## config.mk

```make
export PLATFORM = sky130hd
export DESIGN_NAME = coin_manager
export DESIGN_NICKNAME = d
export VERILOG_FILES = /design/src/rtl/coin_pkg.sv /design/src/rtl/coin_slot.sv /design/src/rtl/coin_manager.sv
export SDC_FILE = /design/constraint.sdc
export NUM_CORES = 1
export LEC_CHECK = 0
export BUFFER_PORTS_ARGS = -buffer_cell sky130_fd_sc_hd__buf_4
export CORE_ASPECT_RATIO = 2
export CORE_MARGIN = 8
export CORE_UTILIZATION = 55
export DETAILED_ROUTE_END_ITERATION = 16
export GPL_TIMING_DRIVEN = 0
export HOLD_SLACK_MARGIN = 0.05
export PLACE_DENSITY = 0.87
export SETUP_SLACK_MARGIN = 0.5
export SYNTH_ARGS = -nofsm -noshare
export SYNTH_HDL_FRONTEND = slang
export SYNTH_SLANG_ARGS = --single-unit
```

## constraint.sdc

```tcl
create_clock -name frame_clk -period 15 [get_ports frame_clk]
set_clock_uncertainty 0.15 [all_clocks]
set_input_delay 3 -clock frame_clk [delete_from_list [all_inputs] [get_ports frame_clk]]
set_output_delay 3 -clock frame_clk [all_outputs]
set_load 0.01 [all_outputs]
```

## src/rtl/coin_pkg.sv

```systemverilog
// Shared constants and types for the coin manager: coin geometry, the fixed
// coin positions and the per-slot state encoding.
package coin_pkg;

  localparam int COIN_SIZE = 16;
  localparam int MAX_COINS = 4;

  localparam logic [9:0] COIN_X [MAX_COINS] = '{10'd100, 10'd220, 10'd340, 10'd460};
  localparam logic [9:0] COIN_Y [MAX_COINS] = '{10'd300, 10'd200, 10'd300, 10'd200};

  typedef enum logic {
    ACTIVE = 1'b0,
    HIDDEN = 1'b1
  } slot_state_t;

endpackage

```

## src/rtl/coin_slot.sv

```systemverilog
// One coin slot: ACTIVE/HIDDEN state machine, respawn timer and the
// player-versus-coin hit test.
module coin_slot
  import coin_pkg::*;
#(
  parameter logic [9:0] CX             = 10'd0,
  parameter logic [9:0] CY             = 10'd0,
  parameter int         RESPAWN_FRAMES = 120
) (
  input  logic       frame_clk,
  input  logic       Reset,
  input  logic [9:0] PlayerX,
  input  logic [9:0] PlayerY,
  input  logic [9:0] PlayerS,
  output logic       active,
  output logic       active_next,
  output logic       hit_now
);

  localparam int             TIMER_W = (RESPAWN_FRAMES > 1) ? $clog2(RESPAWN_FRAMES) : 1;
  localparam logic [TIMER_W-1:0] RELOAD = TIMER_W'(RESPAWN_FRAMES - 1);
  localparam logic [10:0]    EDGE_OFS = 11'(COIN_SIZE - 1);

  slot_state_t        state_q, state_d;
  logic [TIMER_W-1:0] timer_q, timer_d;
  logic               hit;

  // All sums are carried at 11 bits so the overlap test never wraps.
  assign hit = ({1'b0, PlayerX} + {1'b0, PlayerS} >= {1'b0, CX})
            && ({1'b0, CX} + EDGE_OFS + {1'b0, PlayerS} >= {1'b0, PlayerX})
            && ({1'b0, PlayerY} + {1'b0, PlayerS} >= {1'b0, CY})
            && ({1'b0, CY} + EDGE_OFS + {1'b0, PlayerS} >= {1'b0, PlayerY});

  // NOTE: every signal driven here gets a default first, so no path can infer a latch.
  always_comb begin
    state_d = state_q;
    timer_d = timer_q;
    hit_now = 1'b0;
    unique case (state_q)
      ACTIVE: begin
        if (hit) begin
          state_d = HIDDEN;
          timer_d = RELOAD;
          hit_now = 1'b1;
        end
      end
      HIDDEN: begin
        if (timer_q != '0) begin
          timer_d = timer_q - 1'b1;
        end else if (hit) begin
          // Respawning under the player: collected again on the same edge.
          timer_d = RELOAD;
          hit_now = 1'b1;
        end else begin
          state_d = ACTIVE;
        end
      end
      default: state_d = ACTIVE;
    endcase
  end

  // NOTE: sequential state uses non-blocking assignments only.
  always_ff @(posedge frame_clk) begin
    if (Reset) begin
      state_q <= ACTIVE;
      timer_q <= '0;
    end else begin
      state_q <= state_d;
      timer_q <= timer_d;
    end
  end

  assign active      = (state_q == ACTIVE);
  assign active_next = (state_d == ACTIVE);

endmodule

```

## src/rtl/coin_manager.sv

```systemverilog
// Coin manager top: per-slot instances, saturating score adder, collect pulse,
// all-clear flag and the combinational render priority mux.
module coin_manager
  import coin_pkg::*;
#(
  parameter int NUM_COINS      = 4,
  parameter int RESPAWN_FRAMES = 120,
  parameter int SCORE_W        = 8
) (
  input  logic               Reset,
  input  logic               frame_clk,
  input  logic [1:0]         COINSIGNAL,
  input  logic [9:0]         PlayerX,
  input  logic [9:0]         PlayerY,
  input  logic [9:0]         PlayerS,
  input  logic [9:0]         DrawX,
  input  logic [9:0]         DrawY,
  output logic               coin_on,
  output logic [9:0]         coin_addr,
  output logic               collect_pulse,
  output logic [SCORE_W-1:0] score,
  output logic               all_clear
);

  localparam int CNT_W = $clog2(NUM_COINS + 1);
  localparam int SUM_W = SCORE_W + CNT_W;
  localparam logic [SUM_W-1:0] SCORE_MAX = SUM_W'({SCORE_W{1'b1}});

  logic [NUM_COINS-1:0] slot_active, slot_active_next, slot_hit;

  for (genvar i = 0; i < NUM_COINS; i++) begin : g_slot
    coin_slot #(
      .CX             (COIN_X[i]),
      .CY             (COIN_Y[i]),
      .RESPAWN_FRAMES (RESPAWN_FRAMES)
    ) u_slot (
      .frame_clk   (frame_clk),
      .Reset       (Reset),
      .PlayerX     (PlayerX),
      .PlayerY     (PlayerY),
      .PlayerS     (PlayerS),
      .active      (slot_active[i]),
      .active_next (slot_active_next[i]),
      .hit_now     (slot_hit[i])
    );
  end

  logic [CNT_W-1:0]   hit_cnt;
  logic [SUM_W-1:0]   score_sum;
  logic [SCORE_W-1:0] score_q, score_d;
  logic               pulse_q, clear_q;

  always_comb begin
    hit_cnt = '0;
    for (int i = 0; i < NUM_COINS; i++) begin
      hit_cnt = hit_cnt + CNT_W'(slot_hit[i]);
    end
    score_sum = SUM_W'(score_q) + SUM_W'(hit_cnt);
    score_d   = (score_sum > SCORE_MAX) ? {SCORE_W{1'b1}} : score_sum[SCORE_W-1:0];
  end

  always_ff @(posedge frame_clk) begin
    if (Reset) begin
      score_q <= '0;
      pulse_q <= 1'b0;
      clear_q <= 1'b0;
    end else begin
      score_q <= score_d;
      pulse_q <= |slot_hit;
      clear_q <= ~|slot_active_next;
    end
  end

  assign score         = score_q;
  assign collect_pulse = pulse_q;
  assign all_clear     = clear_q;

  logic       in_x, in_y;
  logic [3:0] dx, dy;

  // Scan from the highest slot down so the lowest-index hit is written last.
  always_comb begin
    coin_on   = 1'b0;
    coin_addr = '0;
    in_x      = 1'b0;
    in_y      = 1'b0;
    dx        = '0;
    dy        = '0;
    for (int i = NUM_COINS - 1; i >= 0; i--) begin
      in_x = ({1'b0, DrawX} >= {1'b0, COIN_X[i]})
          && ({1'b0, DrawX} <  {1'b0, COIN_X[i]} + 11'(COIN_SIZE));
      in_y = ({1'b0, DrawY} >= {1'b0, COIN_Y[i]})
          && ({1'b0, DrawY} <  {1'b0, COIN_Y[i]} + 11'(COIN_SIZE));
      if (slot_active[i] && in_x && in_y) begin
        dx        = DrawX[3:0] - COIN_X[i][3:0];
        dy        = DrawY[3:0] - COIN_Y[i][3:0];
        coin_on   = 1'b1;
        coin_addr = {COINSIGNAL, dy, dx};
      end
    end
  end

endmodule

```

Word level (Yosys, flattened, before mapping) --
Cells that the tools add are included.
Word-level totals: register bits after elaboration 42, output and inout port bits 21, input bits 54
Operators by class: $add $sub $neg 20, bitwise gates (word level) 8, reduce and logical (&&, ||, !) cells 33, $lt $le $gt $ge 25, mux-type cells 41
Operators by type and width (number):
- $ge 11x10->1 | 6
- $mux 7 | 8
- $pmux 7 s2 | 4
- $mux 10 | 4
- $add 9x10->11 const A | 3
- $ge 11x9->1 const B | 3
- $ge 10x9->1 const B | 3
- $lt 10x9->1 const B | 3
- $reduce_bool 7->1 | 4
- $sub 7x1->7 const B | 4
- $logic_and 1x1->1 | 26
- $add 10x10->11 | 2
- $add 8x10->11 const A | 2
- $ge 11x8->1 const B | 2
- $ge 10x8->1 const B | 2
- $lt 10x8->1 const B | 2
- $mux 1 | 16
- $pmux 1 s2 | 8
- $sub 4x4->4 const B | 3
- $add 7x10->11 const A | 1
- $ge 11x7->1 const B | 1
- $ge 10x7->1 const B | 1
- $lt 10x7->1 const B | 1
- $add 8x3->9 | 1
- 9 further kinds | 17

Depth between registers and ports, before layout --
depth after elaboration 14, mapped depth 23, mapped depth without buffers 23

Cells and area by module --
Synthesis repeated with hierarchy kept, for this count alone.
Second synthesis, totals: cells, all modules 1151, area, all modules 8917.3 µm²
By module, submodules not included:
- coin_slot at g_slot[2].u_slot | times used 1, seq. area each 160.2 µm², cells an instance 281, area each 2087.0 µm²
- coin_slot at g_slot[3].u_slot | times used 1, seq. area each 160.2 µm², cells an instance 267, area each 2029.4 µm²
- coin_slot at g_slot[1].u_slot | times used 1, seq. area each 160.2 µm², cells an instance 258, area each 1973.1 µm²
- coin_slot at g_slot[0].u_slot | times used 1, seq. area each 160.2 µm², cells an instance 243, area each 1955.6 µm²
- coin_manager | times used 1, seq. area each 200.2 µm², cells an instance 102, area each 872.1 µm²

Least setup slack after synthesis --
No wires, ideal clock.
path type in2out, from input port DrawX[7], to output port coin_addr[0], stages on the path 5, buffers on the path 0, slack 7539 ps, arrival 4311 ps, required time 11850 ps, path through nor4b_1 nand4b_1 or4_1 nand2_1 and2_1
On the way: cells in the longest elaborated chain, start to end 8, elaborated cells between the ends (all ways) 24
Ends and longest elaborated chain:
- from (decl) | line coin_manager.sv:16 | input logic [9:0] DrawX,
- $ge 10x9->1 / $lt 10x9->1 (equally long branches) | line coin_manager.sv:90, coin_manager.sv:91
- $logic_and 1x1->1 | line coin_manager.sv:91 | && ({1'b0, DrawX} < {1'b0, COIN_X[i]} + 11'(COIN_SIZE));
- $logic_and 1x1->1 (2 in a row) | line coin_manager.sv:94 | if (slot_active[i] && in_x && in_y) begin
- $mux 10 (3 in a row) | line coin_manager.sv:94
- $mux 10 (*) | line coin_manager.sv:94
- to (decl) | line coin_manager.sv:19 | output logic [9:0] coin_addr,
Every way passes the cells marked *; elsewhere a longest branch is shown, timed or not.

Worst setup path after layout --
from input port PlayerS[1], to register score_q[1] (netlist: score[1])
On the way: cells in the longest elaborated chain, start to end 14, elaborated cells between the ends (all ways) 50
Ends and longest elaborated chain:
- from (decl) | line coin_manager.sv:15 | input logic [9:0] PlayerS,
- $add 10x10->11, or another cell as far along | line coin_slot.sv:29 | assign hit = ({1'b0, PlayerX} + {1'b0, PlayerS} >= {1'b0, CX})
- $ge 11x7->1, or another cell as far along | line coin_slot.sv:29
- $logic_and 1x1->1 | line coin_slot.sv:30 | && ({1'b0, CX} + EDGE_OFS + {1'b0, PlayerS} >= {1'b0, PlayerX})
- $logic_and 1x1->1 | line coin_slot.sv:31 | && ({1'b0, PlayerY} + {1'b0, PlayerS} >= {1'b0, CY})
- $logic_and 1x1->1 | line coin_slot.sv:32 | && ({1'b0, CY} + EDGE_OFS + {1'b0, PlayerS} >= {1'b0, PlayerY});
- $mux 1 | line coin_slot.sv:41, coin_slot.sv:50
- $mux 1 | line coin_slot.sv:48 | if (timer_q != '0) begin
- $pmux 1 s2 | line coin_slot.sv:39 | unique case (state_q)
- $add 1x1->2 | line coin_manager.sv:56 | hit_cnt = hit_cnt + CNT_W'(slot_hit[i]);
- $add 2x1->3 | line coin_manager.sv:56
- $add 3x1->3 (*) | line coin_manager.sv:56
- $add 8x3->9 (*) | line coin_manager.sv:58 | score_sum = SUM_W'(score_q) + SUM_W'(hit_cnt);
- $gt 9x8->1 | line coin_manager.sv:59 | score_d = (score_sum > SCORE_MAX) ? {SCORE_W{1'b1}} : score_sum[SCORE_W-1:0];
- $mux 8 (*) | line coin_manager.sv:59
- to (signal assigned) | line coin_manager.sv:68 | score_q <= score_d;
- to (decl) | line coin_manager.sv:50 | logic [SCORE_W-1:0] score_q, score_d;
Marks and branches as above. A chain may end at the register's enable or synchronous reset.

==> flow_metrics.tcl <==
set metrics [dict create \
    status "completed" \
    clockRootBuffer "clkbuf_16" \
    grt_pass1_wl_um 25900 \
    drc 0 \
    nets 872 \
    endpoint_kind "flop" \
    reg2reg_to "score[1]" \
    cts_resized 0 \
    synth_edf_count 0 \
    dieWidth_um 84.9 \
    path_clk_slew_ns 0.06 \
    synth.area.top_cells "ha_1 19%, dfxtp_1 16%, xnor2_1 5.4%, a21oi_1 5.1%, inv_1 3.8%" \
    antenna_found_initial 0 \
    syn-num-nets 791 \
    grt_pass1_vias 5696 \
    p_leak_nw 2.70 \
    cp_max_fo 8 \
    grt_max_degree 14 \
    cp-endpoint "score[1]" \
    ys_seq_area_share_pct 16.1 \
    grt_overflow_total 0 \
    wirelength_um 15700 \
    crit_required_ns 15.07 \
    synthCells 652 \
    synth_seq_cells 42 \
    dp.cells 830 \
    syn_to_final_growth_pct 15.8 \
    coreArea_um2 9320 \
    setup_viol_count_final 0 \
    yosys_most_used_dff "dfxtp_1" \
    synth_warnings 0 \
    port_buffers 74 \
    finalNonFillerCells 838 \
    place_ws_ns 6.67 \
    dp_hpwl_um 12900 \
    dieArea_um2 13100 \
    avgSynthCellArea_um2 8.02 \
    min_from "g_slot[2].u_slot.timer_q[5]" \
    crit_path_start "PlayerS[1]" \
    ant_nets 0 \
    routedWlPerCell_um 18.7 \
    cts_tree "built" \
    drt_iter0_drc 241 \
    syn_area_um2 5230 \
    timing.rr.start "g_slot[0].u_slot.timer_q[0]" \
    gp_congestion 0.964 \
    synth.top_cell.area_share_pct 19.1 \
    grt.total_usage_pct 24.0 \
    critical_path_arrival_ns 8.16 \
    clockBufferDepth 2 \
    fin_ws_ns 6.91 \
    ir_worst_vdd_uv 55.0 \
    yosysUniqueCellTypes 79 \
    r2r_setup_slack_ns 10.98 \
    hold_viol_final 0 \
    startpoint_type "input port" \
    rows 50 \
    die_h_um 154 \
    hold_path_class "reg -> reg" \
    synth_top_cell_by_area "ha_1" \
    n_antenna_cell 0 \
    reg2regPathDepth 12 \
    tightest_slew_ns 0.725 \
    via_count 5412 \
    hold-worst-slack_ns 0.337 \
    clock_sinks 42 \
    start_util_pct 56.1 \
    max_slew_margin_pct 51.1 \
    setup-tns-final_ns 0 \
    hold_buffers 0 \
    drive_above_1_share_pct 15.3 \
    worstSetupPathType "in -> reg" \
    numCtsBuffers 5 \
    cap_viol_max_count 0 \
    finalCritPeriodShare_pct 53.9 \
    clock.fmax_ghz 0.124 \
    clkLatencyLatePin_ns 0.29 \
    p_per_area_nw_per_um2 98.2 \
    rsz0062_at_grt "no" \
    viasPerCell 6.46 \
    pin_count 75 \
    firstDrtPassIters 7 \
    drv_slew 0 \
    period_needed_ns 8.09 \
    postCtsSetupRepairBufs 0 \
    async_flop_share_pct 0 \
    htree_levels 2 \
]
-- placed cells by master, fill, tap and decap left out, types with 6 or more instances in the layout --
| cell | synthesis | layout |
|---|---|---|
| ha_1 | 80 | 80 |
| buf_4 | 0 | 74 |
| inv_1 | 53 | 53 |
| a21oi_1 | 53 | 53 |
| dfxtp_1 | 42 | 42 |
| nand2_1 | 38 | 38 |
| nor2_1 | 37 | 37 |
| xnor2_1 | 32 | 32 |
| nor3_1 | 26 | 26 |
| o21ai_0 | 23 | 23 |
| clkbuf_1 | 15 | 16 |
| xor2_1 | 16 | 16 |
| nand3_1 | 16 | 16 |
| o21a_1 | 13 | 13 |
| nand2b_1 | 13 | 13 |
| a211oi_1 | 13 | 13 |
| nor2b_1 | 11 | 11 |
| a21o_1 | 11 | 11 |
| and2_1 | 9 | 9 |
| a31oi_1 | 7 | 7 |
| a311oi_1 | 7 | 7 |
| or2_2 | 6 | 6 |
| mux2i_1 | 6 | 6 |
-- final cells by class --
| cell class | count | area [um2] |
|---|---|---|
| repair buffers | 74 | 556 |
| inverters | 54 | 203 |
| plain buffers | 16 | 60.1 |
| multi-input cells | 540 | 4120 |
| flip-flops and latches | 42 | 841 |
| fillers | 802 | 3270 |
| clock inverters | 2 | 13.8 |
| well taps | 104 | 130 |
| clock buffers | 6 | 129 |
-- report_power, final --
part | internal [mW] | total [mW] | leakage [nW] | switching, mW
combinational | 0.133 | 0.316 | 2.29 | 0.183
sequential | 0.141 | 0.170 | 0.346 | 0.0295
clock | 0.0618 | 0.108 | 0.0708 | 0.0462
-- worst min path at each step --
| stage | cells after the start | to | slack (ns) |
|---|---|---|---|
| floorplan | 1 | g_slot[1].u_slot.timer_q[6] | 0.29 |
| global placement | 2 | g_slot[2].u_slot.timer_q[5] | 0.31 |
| detailed placement | 2 | g_slot[2].u_slot.timer_q[5] | 0.32 |
| CTS | 2 | g_slot[2].u_slot.timer_q[5] | 0.33 |
| global route | 2 | g_slot[2].u_slot.timer_q[5] | 0.34 |
| finish | 2 | g_slot[2].u_slot.timer_q[5] | 0.34 |
-- stage by stage --
step | util [%] | instance area [um2] | power [mW]
finish | 65.0 | 6060 | 0.595
global route | 65.0 | 6060 | 0.638
CTS | 65.0 | 6060 | 0.590
detailed placement | 63.4 | 5910 | 0.479
global placement | 63.4 | 5910 | 0.458
floorplan | - | 5230 | 0.391
-- critical path: stages --
cell and delay, ns:
buf_4 0.15, inv_1 0.05, ha_1 0.18, nor2b_1 0.36, a31oi_1 0.22, a21boi_0 0.34
xnor2_1 0.18, ha_1 0.28, a2111oi_0 0.46, a211oi_1 0.15, o32a_1 0.34, o31a_1 0.18
nand3_1 0.25, fa_1 0.50, fa_1 0.45, inv_1 0.08, fa_1 0.23, and4_1 0.27
nand4_1 0.27, a21oi_1 0.22
-- metal layers --
layer | wire length (um) | global-route usage (%)
met5 | 0 | 0
met4 | 937 | 17.8
met3 | 713 | 3.52
met2 | 8730 | 47.7
met1 | 5300 | 20.3
-- cells by family (layout without fill, tap and decap cells) --
| logic type | count (synthesis) | count (layout) | share of synthesized area, % |
|---|---|---|---|
| multiplexers | 7 | 7 | 1.36 |
| adder cells (fa/ha/maj) | 85 | 85 | 21.1 |
| buffers and inverters | 70 | 152 | 5.03 |
| AO/OA/AOI/OAI | 199 | 199 | 27.3 |
| flip-flops | 42 | 42 | 16.1 |
| XOR/XNOR | 48 | 48 | 8.04 |
| AND/OR/NAND/NOR | 201 | 201 | 21.2 |
-- registers in the layout, indices dropped and copies added, names as in the netlist --
name	count
g_slot.u_slot.timer_q	28
g_slot.u_slot.state_q	4
all_clear	1
score	8
collect_pulse	1
-- Yosys cell counts, drive strengths merged (11+ instances only) --
cell type and number:
dfxtp 42, nand3 16, nor3 27, nor2b 12
inv 53, nor2 39, a21o 11, xnor2 32
ha 80, a211oi 15, o21a 13, xor2 16
nand2 39, clkbuf 15, o21ai 28, a21oi 55
nand2b 13
No activity file was read; power rests on OpenSTA's default activity.
